===== src/rtl/scalar_pkg.sv =====
// Shared types for the scalar register-file write-back path: widths,
// source-select encoding and the buffered write entry.
package scalar_pkg;

  localparam int unsigned AW = 4;
  localparam int unsigned DW = 16;

  typedef enum logic {
    SRC_ALU = 1'b0,
    SRC_MEM = 1'b1
  } src_e;

  typedef struct packed {
    logic [AW-1:0] dst;
    logic [DW-1:0] data;
  } wb_entry_t;

endpackage


===== src/rtl/scalar_wb_arbiter_if.sv =====
// Producer, write-port and hazard-query signals of the write-back arbiter.
// slave = arbiter side, master = surrounding pipeline side.
interface scalar_wb_arbiter_if import scalar_pkg::*; #(
  parameter int unsigned DEPTH = 4
) ();

  localparam int unsigned OW = $clog2(DEPTH) + 1;

  logic          alu_valid;
  logic [AW-1:0] alu_dst;
  logic [DW-1:0] alu_data;
  logic          alu_ready;

  logic          mem_valid;
  logic [AW-1:0] mem_dst;
  logic [DW-1:0] mem_data;
  logic          mem_ready;

  logic          wr_hold;
  logic          wr_en;
  logic [AW-1:0] wr_dst;
  logic [DW-1:0] wr_data;

  logic [AW-1:0] q_addr_1;
  logic [AW-1:0] q_addr_2;
  logic          q_pend_1;
  logic          q_pend_2;
  logic [DW-1:0] q_data_1;
  logic [DW-1:0] q_data_2;

  logic [OW-1:0] occupancy;

  modport slave (
    input  alu_valid, alu_dst, alu_data,
    output alu_ready,
    input  mem_valid, mem_dst, mem_data,
    output mem_ready,
    input  wr_hold,
    output wr_en, wr_dst, wr_data,
    input  q_addr_1, q_addr_2,
    output q_pend_1, q_pend_2, q_data_1, q_data_2,
    output occupancy
  );

  modport master (
    output alu_valid, alu_dst, alu_data,
    input  alu_ready,
    output mem_valid, mem_dst, mem_data,
    input  mem_ready,
    output wr_hold,
    input  wr_en, wr_dst, wr_data,
    output q_addr_1, q_addr_2,
    input  q_pend_1, q_pend_2, q_data_1, q_data_2,
    input  occupancy
  );

endinterface


===== src/rtl/wb_fifo.sv =====
// In-order write-back FIFO; exposes raw storage, read pointer and a per-slot
// valid vector so the parent can match pending destinations.
module wb_fifo import scalar_pkg::*; #(
  parameter int unsigned DEPTH = 4
) (
  input  logic                        clk,
  input  logic                        rst,
  input  logic                        i_push,
  input  wb_entry_t                   i_push_entry,
  input  logic                        i_pop,
  output wb_entry_t [DEPTH-1:0]       o_mem,
  output logic [$clog2(DEPTH)-1:0]    o_rd_ptr,
  output logic [DEPTH-1:0]            o_valid_vec,
  output logic [$clog2(DEPTH):0]      o_occupancy,
  output logic                        o_empty,
  output logic                        o_full
);

  localparam int unsigned PW = $clog2(DEPTH);
  localparam int unsigned OW = PW + 1;

  wb_entry_t [DEPTH-1:0] r_mem;
  logic [PW-1:0]         r_wr_ptr;
  logic [PW-1:0]         r_rd_ptr;
  logic [OW-1:0]         r_occ;

  // Pointers wrap naturally at DEPTH; occupancy disambiguates full/empty
  always_ff @(posedge clk) begin
    if (rst) begin
      r_wr_ptr <= '0;
      r_rd_ptr <= '0;
      r_occ    <= '0;
    end else begin
      if (i_push) r_wr_ptr <= r_wr_ptr + PW'(1);
      if (i_pop)  r_rd_ptr <= r_rd_ptr + PW'(1);
      case ({i_push, i_pop})
        2'b10:   r_occ <= r_occ + OW'(1);
        2'b01:   r_occ <= r_occ - OW'(1);
        default: r_occ <= r_occ;
      endcase
    end
  end

  always_ff @(posedge clk) begin
    if (i_push && !rst) r_mem[r_wr_ptr] <= i_push_entry;
  end

  // A slot is live when its distance from the read pointer is below occupancy
  always_comb begin
    logic [PW-1:0] w_age;
    w_age       = '0;
    o_valid_vec = '0;
    for (int unsigned i = 0; i < DEPTH; i++) begin
      w_age                  = PW'(i) - r_rd_ptr;
      o_valid_vec[PW'(i)]    = ({1'b0, w_age} < r_occ);
    end
  end

  assign o_mem       = r_mem;
  assign o_rd_ptr    = r_rd_ptr;
  assign o_occupancy = r_occ;
  assign o_empty     = (r_occ == '0);
  assign o_full      = (r_occ == OW'(DEPTH));

endmodule


===== src/rtl/scalar_wb_arbiter.sv =====
// Write-back arbiter: round-robin merge of ALU and load results into an
// in-order FIFO draining to the register-file write port, plus hazard query.
// Optional WB_BYPASS_EN: forward youngest matching buffered data on q_data_*.
module scalar_wb_arbiter import scalar_pkg::*; #(
  parameter int unsigned DEPTH = 4
) (
  input  logic               clk,
  input  logic               rst,
  scalar_wb_arbiter_if.slave bus
);

  localparam int unsigned PW = $clog2(DEPTH);
  localparam int unsigned OW = PW + 1;

  src_e                  r_rr;
  src_e                  w_rr_next;
  logic                  w_grant_alu;
  logic                  w_grant_mem;
  logic                  w_alu_ready;
  logic                  w_mem_ready;
  logic                  w_push;
  logic                  w_pop;
  logic                  w_space;
  logic                  w_full;
  logic                  w_empty;
  wb_entry_t             w_push_entry;
  wb_entry_t             w_head;
  wb_entry_t [DEPTH-1:0] w_mem;
  logic [DEPTH-1:0]      w_valid_vec;
  logic [PW-1:0]         w_rd_ptr;
  logic [OW-1:0]         w_occ;
  logic                  w_pend_1;
  logic                  w_pend_2;
  logic [DW-1:0]         w_q_data_1;
  logic [DW-1:0]         w_q_data_2;

  wb_fifo #(.DEPTH(DEPTH)) u_fifo (
    .clk          (clk),
    .rst          (rst),
    .i_push       (w_push),
    .i_push_entry (w_push_entry),
    .i_pop        (w_pop),
    .o_mem        (w_mem),
    .o_rd_ptr     (w_rd_ptr),
    .o_valid_vec  (w_valid_vec),
    .o_occupancy  (w_occ),
    .o_empty      (w_empty),
    .o_full       (w_full)
  );

  assign w_head  = w_mem[w_rd_ptr];
  assign w_pop   = !rst && !w_empty && !bus.wr_hold;
  assign w_space = !w_full || w_pop;

  always_ff @(posedge clk) begin
    if (rst) r_rr <= SRC_MEM;
    else     r_rr <= w_rr_next;
  end

  // Grant uses only the competing source's valid, so ready never loops on own valid
  always_comb begin
    w_rr_next    = r_rr;
    w_grant_alu  = !bus.mem_valid || (r_rr == SRC_ALU);
    w_grant_mem  = !bus.alu_valid || (r_rr == SRC_MEM);
    w_alu_ready  = !rst && w_space && w_grant_alu;
    w_mem_ready  = !rst && w_space && w_grant_mem;
    w_push       = (bus.alu_valid && w_alu_ready) || (bus.mem_valid && w_mem_ready);
    w_push_entry.dst  = bus.alu_dst;
    w_push_entry.data = bus.alu_data;
    if (bus.mem_valid && w_mem_ready) begin
      w_push_entry.dst  = bus.mem_dst;
      w_push_entry.data = bus.mem_data;
    end
    if (bus.alu_valid && bus.mem_valid && w_push)
      w_rr_next = (r_rr == SRC_ALU) ? SRC_MEM : SRC_ALU;
  end

  always_comb begin
    w_pend_1 = 1'b0;
    w_pend_2 = 1'b0;
    for (int unsigned i = 0; i < DEPTH; i++) begin
      if (w_valid_vec[PW'(i)] && (w_mem[PW'(i)].dst == bus.q_addr_1)) w_pend_1 = 1'b1;
      if (w_valid_vec[PW'(i)] && (w_mem[PW'(i)].dst == bus.q_addr_2)) w_pend_2 = 1'b1;
    end
  end

`ifdef WB_BYPASS_EN
  // Walk oldest to youngest so the last match is the youngest write
  always_comb begin
    logic [PW-1:0] w_idx;
    w_idx      = '0;
    w_q_data_1 = '0;
    w_q_data_2 = '0;
    for (int unsigned k = 0; k < DEPTH; k++) begin
      w_idx = w_rd_ptr + PW'(k);
      if (w_valid_vec[w_idx] && (w_mem[w_idx].dst == bus.q_addr_1)) w_q_data_1 = w_mem[w_idx].data;
      if (w_valid_vec[w_idx] && (w_mem[w_idx].dst == bus.q_addr_2)) w_q_data_2 = w_mem[w_idx].data;
    end
  end
`else
  assign w_q_data_1 = '0;
  assign w_q_data_2 = '0;
`endif

  assign bus.alu_ready = w_alu_ready;
  assign bus.mem_ready = w_mem_ready;
  assign bus.wr_en     = w_pop;
  assign bus.wr_dst    = w_head.dst;
  assign bus.wr_data   = w_head.data;
  assign bus.q_pend_1  = w_pend_1;
  assign bus.q_pend_2  = w_pend_2;
  assign bus.q_data_1  = w_q_data_1;
  assign bus.q_data_2  = w_q_data_2;
  assign bus.occupancy = w_occ;

endmodule

===== src/flat_wrapper.sv =====
// flat-port wrapper written by rule: the top's interface ports become plain ports
module scalar_wb_arbiter_flat import scalar_pkg::*;
#(
  parameter int unsigned DEPTH = 4
)
  (clk, rst, bus_alu_valid, bus_alu_dst, bus_alu_data, bus_alu_ready, bus_mem_valid, bus_mem_dst, bus_mem_data, bus_mem_ready, bus_wr_hold, bus_wr_en, bus_wr_dst, bus_wr_data, bus_q_addr_1, bus_q_addr_2, bus_q_pend_1, bus_q_pend_2, bus_q_data_1, bus_q_data_2, bus_occupancy);
  scalar_wb_arbiter_if #(.DEPTH(DEPTH)) bus_i ();
  input  logic clk;
  input  logic rst;
  input wire logic [$bits(bus_i.alu_valid)-1:0] bus_alu_valid;
  input wire logic [$bits(bus_i.alu_dst)-1:0] bus_alu_dst;
  input wire logic [$bits(bus_i.alu_data)-1:0] bus_alu_data;
  output wire logic [$bits(bus_i.alu_ready)-1:0] bus_alu_ready;
  input wire logic [$bits(bus_i.mem_valid)-1:0] bus_mem_valid;
  input wire logic [$bits(bus_i.mem_dst)-1:0] bus_mem_dst;
  input wire logic [$bits(bus_i.mem_data)-1:0] bus_mem_data;
  output wire logic [$bits(bus_i.mem_ready)-1:0] bus_mem_ready;
  input wire logic [$bits(bus_i.wr_hold)-1:0] bus_wr_hold;
  output wire logic [$bits(bus_i.wr_en)-1:0] bus_wr_en;
  output wire logic [$bits(bus_i.wr_dst)-1:0] bus_wr_dst;
  output wire logic [$bits(bus_i.wr_data)-1:0] bus_wr_data;
  input wire logic [$bits(bus_i.q_addr_1)-1:0] bus_q_addr_1;
  input wire logic [$bits(bus_i.q_addr_2)-1:0] bus_q_addr_2;
  output wire logic [$bits(bus_i.q_pend_1)-1:0] bus_q_pend_1;
  output wire logic [$bits(bus_i.q_pend_2)-1:0] bus_q_pend_2;
  output wire logic [$bits(bus_i.q_data_1)-1:0] bus_q_data_1;
  output wire logic [$bits(bus_i.q_data_2)-1:0] bus_q_data_2;
  output wire logic [$bits(bus_i.occupancy)-1:0] bus_occupancy;
  assign bus_i.alu_valid = bus_alu_valid;
  assign bus_i.alu_dst = bus_alu_dst;
  assign bus_i.alu_data = bus_alu_data;
  assign bus_alu_ready = bus_i.alu_ready;
  assign bus_i.mem_valid = bus_mem_valid;
  assign bus_i.mem_dst = bus_mem_dst;
  assign bus_i.mem_data = bus_mem_data;
  assign bus_mem_ready = bus_i.mem_ready;
  assign bus_i.wr_hold = bus_wr_hold;
  assign bus_wr_en = bus_i.wr_en;
  assign bus_wr_dst = bus_i.wr_dst;
  assign bus_wr_data = bus_i.wr_data;
  assign bus_i.q_addr_1 = bus_q_addr_1;
  assign bus_i.q_addr_2 = bus_q_addr_2;
  assign bus_q_pend_1 = bus_i.q_pend_1;
  assign bus_q_pend_2 = bus_i.q_pend_2;
  assign bus_q_data_1 = bus_i.q_data_1;
  assign bus_q_data_2 = bus_i.q_data_2;
  assign bus_occupancy = bus_i.occupancy;
  scalar_wb_arbiter #(.DEPTH(DEPTH)) u_core (.clk(clk), .rst(rst), .bus(bus_i));
endmodule

===== config.mk =====
export PLATFORM = sky130hd
export DESIGN_NAME = scalar_wb_arbiter_flat
export DESIGN_NICKNAME = d
export VERILOG_FILES = /design/src/rtl/scalar_pkg.sv /design/src/rtl/scalar_wb_arbiter_if.sv /design/src/rtl/wb_fifo.sv /design/src/rtl/scalar_wb_arbiter.sv /design/src/flat_wrapper.sv
export SDC_FILE = /design/constraint.sdc
export NUM_CORES = 1
export LEC_CHECK = 0
export BUFFER_PORTS_ARGS = -buffer_cell sky130_fd_sc_hd__buf_4
export CAP_MARGIN = 10
export CORE_ASPECT_RATIO = 2
export CORE_UTILIZATION = 25
export CTS_BUF_LIST = sky130_fd_sc_hd__clkbuf_8
export DETAILED_ROUTE_END_ITERATION = 12
export GPL_TIMING_DRIVEN = 0
export MAX_ROUTING_LAYER = met4
export SLEW_MARGIN = 5
export SYNTH_ARGS = -nofsm -noshare
export SYNTH_HDL_FRONTEND = slang
export SYNTH_SLANG_ARGS = --single-unit

===== constraint.sdc =====
create_clock -name clk -period 3.15 [get_ports clk]
set_clock_uncertainty 0.05 [all_clocks]
set_input_delay 0.7875 -clock clk [delete_from_list [all_inputs] [get_ports clk]]
set_output_delay 0.7875 -clock clk [all_outputs]
set_load 0.05 [all_outputs]

==> key figures, run 1 <==
Floorplanning
  • # rows: 68
  • Die Width: 96.51 µm
  • Die ar.: approximately 0.018 mm²
  • Floorplan core area: 0.01736 mm²
  • Initial Util: 25.73%
  • Die Height: 191.0 µm
  • Ports: approximately 110

CTS
  • Post-CTS setup repair buffer count: 0
  • Clock Latency Late Sink: 0.35 ns
  • Max Root-Sink Buffers: 2
  • Inserted Clock Buffers: 9
  • Root Driver: clkbuf_8
  • CTS H-tree lvls: 3
  • Worst-path clk slew: 0.08 ns
  • Hold buffer count at cts: 0
  • TritonCTS clock tree: built
  • Clock tree sinks: 88

Pwr
  • Peak VDD IR: 0.2446 mV
  • Sequential cell fraction of total power: 46.8%
  • Clock Power Share: 20.3%
  • P_sw: 0.0009973 W
  • Net Sw Frac: 33.24%
  • Power per cell area: about 530 mW/mm²
  • Combinational fraction of design power: 32.9%
  • Internal power: 0.002003 W
  • Leak: approximately 2.2 nW

Global route
  • Number of global-route vias before repair: between 2,000 and 3,000
  • Largest net degree at the start of global routing: 21
  • Gr usage total: 11.56%
  • Antenna violations before repair: 0
  • First-pass GRT wire length: 14,880 µm
  • GR Overflow Total: 0

Logic synthesis
  • Post-Synth Simple-Gate Area: under 10%
  • XOR/XNOR Fraction of Synth Area: 7.257%
  • Netlist cell types: 36
  • Post-synthesis mux area share: about 17%
  • Register area share after synthesis: 57.38%
  • Most area-consuming cells after synthesis: edfxtp_1 (54%), mux4_2 (10%), mux2_4 (6.7%), xor2_1 (6.7%), buf_4 (5.4%)
  • Fraction of registers with async set/reset: 0%
  • Leading area contributor after synthesis: edfxtp_1
  • Syn avg cell area: roughly 16 µm²
  • Compound-Gate Fraction of Synth Area: 2.466%
  • Synth Warn #: 0
  • Main synth FF type: edfxtp_1
  • Seq cells post-synth: 88
  • Largest family of logic cells by synthesized area: multiplexers
  • Cell count after synthesis: 280
  • Number of synthesized flops with an enable pin: 80
  • Cell Area, Synth: 0.004466 mm²
  • Post-synth top area share: 53.80%
  • Post-Synth Adder-Cell Area: 2.970%

Cells and area
  • Multi-input gate area: ~0.0017 mm²
  • Share of layout cells above drive strength 1: between 40% and 50%
  • Leading cell types in the layout, fill and taps excluded: buf_4 (112), edfxtp_1 (80), xor2_1 (34), conb_1 (32)
  • Sequential Area: between 0.002 and 0.003 mm²
  • Fillers: 1,757
  • Net count, final: 465
  • Commonest non-fill, non-tap cell in the layout: buf_4
  • Finished Layout Cells: 614
  • N_diodes: 0
  • Area Overhead vs Synth: 26.09%

Detailed routing
  • Post-Route WL: 9624 µm
  • Iter 0 DRT Violations: 129
  • Number of routed nets with antenna violations: 0
  • Drt first pass iters: 4
  • Post-DR vias/cell: 4.166
  • DR WL/cell: 15.67 µm
  • Residual DRC: 0
  • Vias: 2,558

Min path
  • Worst hold-check path type: reg2reg
  • Hold path depth: 2
  • Min-delay src: u_core.u_fifo.r_wr_ptr[1]
  • Worst Hold Path EP: u_core.u_fifo.r_wr_ptr[1]

Critical path
  • Arrival time at the worst endpoint: 2.18 ns
  • CP Class: reg2out
  • Worst reg2reg endpoint: u_core.u_fifo.o_mem[29]
  • Worst path required time: 2.31 ns
  • Crit Reg-Reg Startpoint: u_core.u_fifo.o_occupancy[0]
  • R2R cell count: 3
  • Startpoint types: flip-flop
  • CP endpoint kind: output port
  • Worst-path maximum fanout: 10
  • Reg2Reg Setup Slack: approximately 0.66 ns

Timing
  • Setup TNS: 0 ns
  • RSZ-0062 raised after global routing: no
  • Worst slew pin tran: ~1.2 ns
  • Relative slew slack: 22.68%
  • Tmin final: 3.018 ns
  • Setup Viol. Count Final: 0
  • Final Cycle Share: 95.80%
  • Slew Viols, Final: 0
  • Hold Violations, Final: 0
  • Fmax: 331.4 MHz

Outcome
  • Status: finished clean

Placement
  • Placed cells: 601
  • Hpwl dp: 7256 µm
  • IO Port Bufs: 80
  • Gpl congestion: 0.8508

Run
  • Total of max-cap violations: 0
==> critical path, stage by stage, from the launching register on <==
cell	delay [ns]
dfxtp_2	0.41
buf_4	0.23
inv_1	0.06
ha_1	0.29
a21oi_1	0.04
o21ai_0	0.35
a22oi_1	0.16
nand2_1	0.09
buf_4	0.20
==> kinds of logic (layout without fill, tap and decap cells) <==
logic type / count (synthesis) / in the layout
AND/OR/NAND/NOR: 37 / 37
other: 1 / 32
adder cells (fa/ha/maj): 10 / 10
buffers and inverters: 49 / 142
flip-flops: 88 / 88
multiplexers: 40 / 40
XOR/XNOR: 37 / 37
AO/OA/AOI/OAI: 18 / 18
==> layer usage <==
layer,share of wire (%),vias to the layer above,track usage (%)
li1,-,1222,-
met1,33,1224,11.15
met2,60,97,21.42
met3,4.2,15,1.551
met4,2.9,0,6.109
met5,0,-,-
==> Yosys cell counts, types with 4 or more instances <==
cell	instances
a21oi_1	4
buf_4	32
nor4_1	8
mux2_4	20
dfxtp_1	8
edfxtp_1	80
nand2_1	4
a22oi_1	4
mux4_2	20
inv_1	9
nor2_1	6
ha_1	9
o21ai_0	5
and2_1	4
xor2_1	34
==> stage by stage <==
step / instance area (µm²) / util [%] / hold slack (ns) / total power (W) / worst slack (ns)
after floorplan: 4587 / - / 0.4580 / 0.002115 / 0.05495
after global placement: 5450 / 31.40 / 0.4705 / 0.002382 / -0.04557
after detailed placement: 5450 / 31.40 / 0.5182 / 0.002406 / -0.06806
after CTS: 5610 / 32.32 / 0.5341 / 0.003027 / 0.02645
after global routing: 5630 / 32.44 / 0.5746 / 0.003142 / 0.005176
final: 5630 / 32.44 / 0.5344 / 0.003000 / 0.1322
==> worst max-delay path by stage <==
stage | from | to | slack [ns]
final | u_core.u_fifo.o_rd_ptr[1] | bus_q_pend_2 | 0.13
after global routing | u_core.u_fifo.o_rd_ptr[1] | bus_q_pend_2 | 0.005
after CTS | u_core.u_fifo.o_rd_ptr[0] | bus_q_pend_1 | 0.03
after detailed placement | u_core.u_fifo.o_rd_ptr[1] | bus_q_pend_1 | -0.07
after global placement | u_core.u_fifo.o_rd_ptr[1] | bus_q_pend_2 | -0.05
after floorplan | rst | u_core.u_fifo.o_occupancy[2] | 0.05
==> what timing repair did <==
item,4_1_cts,5_1_grt
resized for setup,7,5
hold endpoints to repair,0,0
setup endpoints to repair,2,2
==> power groups by stage <==
stage	combinational, W	sequential (W)	clock (W)
detailed placement	0.000976	0.00143	0
global placement	0.000959	0.00142	0
global route	0.00106	0.00141	0.000668
CTS	0.000989	0.00140	0.000635
floorplan	0.000678	0.00144	0
finish	0.000986	0.00140	0.000610
==> area by class of cell <==
class	count	area share [%]
Buffer	40	5.800
Tap cell	210	4.667
Inverter	9	0.6000
Clock buffer	9	2.200
Sequential cell	88	45.53
Multi-Input combinational cell	174	30.18
Clock inverter	4	0.2889
Timing Repair Buffer	80	10.73
==> flip-flops by register name, indices dropped and copies added (netlist names) <==
register / count
u_core.u_fifo.o_mem: 80
u_core.u_fifo.o_rd_ptr: 2
u_core.u_fifo.r_wr_ptr: 2
u_core.u_fifo.o_occupancy: 3
u_core.r_rr: 1
Note: power is estimated with default switching activity, not from simulation.
==> run 2: changes to the inputs <==
Settings changed: ABC_AREA from default to 0.
Clock period 3.15 ns to 3.3 ns, I/O delays scaled along.
==> run 2 against run 1 <==
Against the previous run: sequential share of layout area up 0.25 points; global-route usage unchanged; setup slack better by 0.072 ns; critical path type unchanged; critical endpoint is now bus_q_pend_1; highest routed layer unchanged.
==> key figures, run 2 (synthesis gave the netlist of run 1 again) <==
Timing
  • Slew Viols, Final: 0
  • Final Cycle Share: 93.80%
  • Fmax: roughly 320 MHz
  • Relative slew slack: between 20% and 30%
  • Setup TNS: 0 ns
  • Worst slew pin tran: 1.146 ns
  • Hold Violations, Final: 0
  • Setup Viol. Count Final: 0
  • Hold WS: 0.5279 ns
  • RSZ-0062 raised after global routing: no
  • Tmin final: 3.095 ns

Global route
  • Number of global-route vias before repair: 2,782
  • Gr usage total: 11.56%
  • Largest net degree at the start of global routing: 21
  • First-pass GRT wire length: 14,880 µm
  • Antenna violations before repair: 0
  • GR Overflow Total: 0

Critical path
  • R2R cell count: 3
  • Worst-path maximum fanout: 10
  • Startpoint types: flip-flop
  • Worst path required time: around 2.4 ns
  • Cell mode on critical path: buf_4
  • CP endpoint kind: output port
  • Max incr delay on CP: 0.41 ns
  • Arrival time at the worst endpoint: 2.22 ns
  • CP Class: reg2out
  • Critical path cell sequence: buf_4 -> inv_1 -> ha_1 -> a21boi_0 -> o21ai_0 -> a22oi_1 -> nand2_1 -> buf_4
  • Crit-path slowest cell: dfxtp_2

Detailed routing
  • Post-DR vias/cell: 4.162
  • Iter 0 DRT Violations: 168
  • Number of routed nets with antenna violations: 0
  • Drt first pass iters: 4
  • DR WL/cell: 15.56 µm
  • Post-Route WL: 9541 µm
  • Residual DRC: 0
  • Vias: 2,551

Placement
  • Placed cells: 601
  • Hpwl dp: around 7300 µm
  • Gpl congestion: 0.8508
  • IO Port Bufs: 80
  • Placed Instance Area: 0.005450 mm²

Floorplanning
  • Die Height: 191.0 µm
  • # rows: 68
  • Floorplan core area: 0.01736 mm²
  • Die Width: 96.51 µm
  • Die ar.: 0.01843 mm²
  • Ports: roughly 110
  • Initial Util: 25.73%

CTS
  • Root Driver: clkbuf_8
  • Worst-path clk slew: around 0.080 ns
  • Clock Latency Late Sink: 0.35 ns
  • Max Root-Sink Buffers: 2
  • CTS H-tree lvls: 3
  • TritonCTS clock tree: built
  • Post-CTS setup repair buffer count: 0
  • Inserted Clock Buffers: 9
  • Clock tree sinks: slightly below 90

Cells and area
  • Area Overhead vs Synth: 25.39%
  • Sequential Area: 0.002564 mm²
  • Net count, final: 464
  • Fillers: 1,762
  • Commonest non-fill, non-tap cell in the layout: buf_4
  • Final instance area: 0.005599 mm²
  • Finished Layout Cells: 613
  • Leading cell types in the layout, fill and taps excluded: buf_4 (114), edfxtp_1 (80), xor2_1 (34), conb_1 (32)
  • N_diodes: 0
  • Largest register FFs: 80
  • Share of layout cells above drive strength 1: 43.42%
  • Multi-input gate area: roughly 0.0017 mm²

Run
  • Total of max-cap violations: 0

Pwr
  • Power, Total: 0.002839 W
  • Peak VDD IR: 0.2126 mV
  • Power per cell area: just over 500 mW/mm²
  • Leak: 2.174 nW

Min path
  • Worst hold-check path type: reg2reg
  • Hold path depth: 2

Outcome
  • Status: finished clean
==> run 2: worst paths after layout <==
check	to	slack, ns	from
min	u_core.u_fifo.r_wr_ptr[1]	0.53	u_core.u_fifo.r_wr_ptr[1]
max reg2reg	u_core.u_fifo.o_mem[29]	0.83	u_core.u_fifo.o_occupancy[0]
max	bus_q_pend_1	0.20	u_core.u_fifo.o_rd_ptr[1]
min reg2reg	u_core.u_fifo.r_wr_ptr[1]	0.53	u_core.u_fifo.r_wr_ptr[1]
==> run 2: timing repair <==
item	4_1_cts	5_1_grt
pin swaps	0	0
resized for setup	5	1
endpoints found under the setup margin	2	2
hold buffers	0	0
==> run 2: area by class of cell <==
class / instances / area share, %
tap: 210 / 4.693
sequential: 88 / 45.79
timing repair buffer: 80 / 10.73
inverter: 9 / 0.6034
multi-input combinational: 174 / 30.19
buffer: 39 / 5.497
clock buffer: 9 / 2.212
clock inverter: 4 / 0.2905
==> run 2: power by group <==
group | switching, W | leakage, nW | internal (W)
logic | 0.000577 | 1.30 | 0.000343
clock network | 0.000329 | 0.0771 | 0.000252
registers | 0.0000372 | 0.797 | 0.00130
total | 0.000943 | 2.17 | 0.00190
==> run 2: metrics by stage <==
stage                     worst slack, ns  util (%)
after detailed placement          0.04444     31.40
after global routing              0.03836     32.26
after global placement            0.06693     31.40
after CTS                         0.01237     32.27
after floorplan                    0.1674         -
final                              0.2046     32.26
==> run 2: critical path, delay by kind of cell, from the launching register on <==
kind | cells | cell delay, ns
AOI/OAI and AO/OA | 3 | 0.58
adders and majority gates | 1 | 0.28
buffers and inverters | 3 | 0.48
DFF | 1 | 0.41
and+or+nand+nor | 1 | 0.09
==> run 2: routing by layer <==
layer  up-vias  track usage, %  part of all wire [%]
li1       1220               -                     -
met1      1221           11.15                    33
met2        97           21.42                    60
met3        13           1.551                   4.2
met4         0           6.109                   2.8
met5         -               -                     0
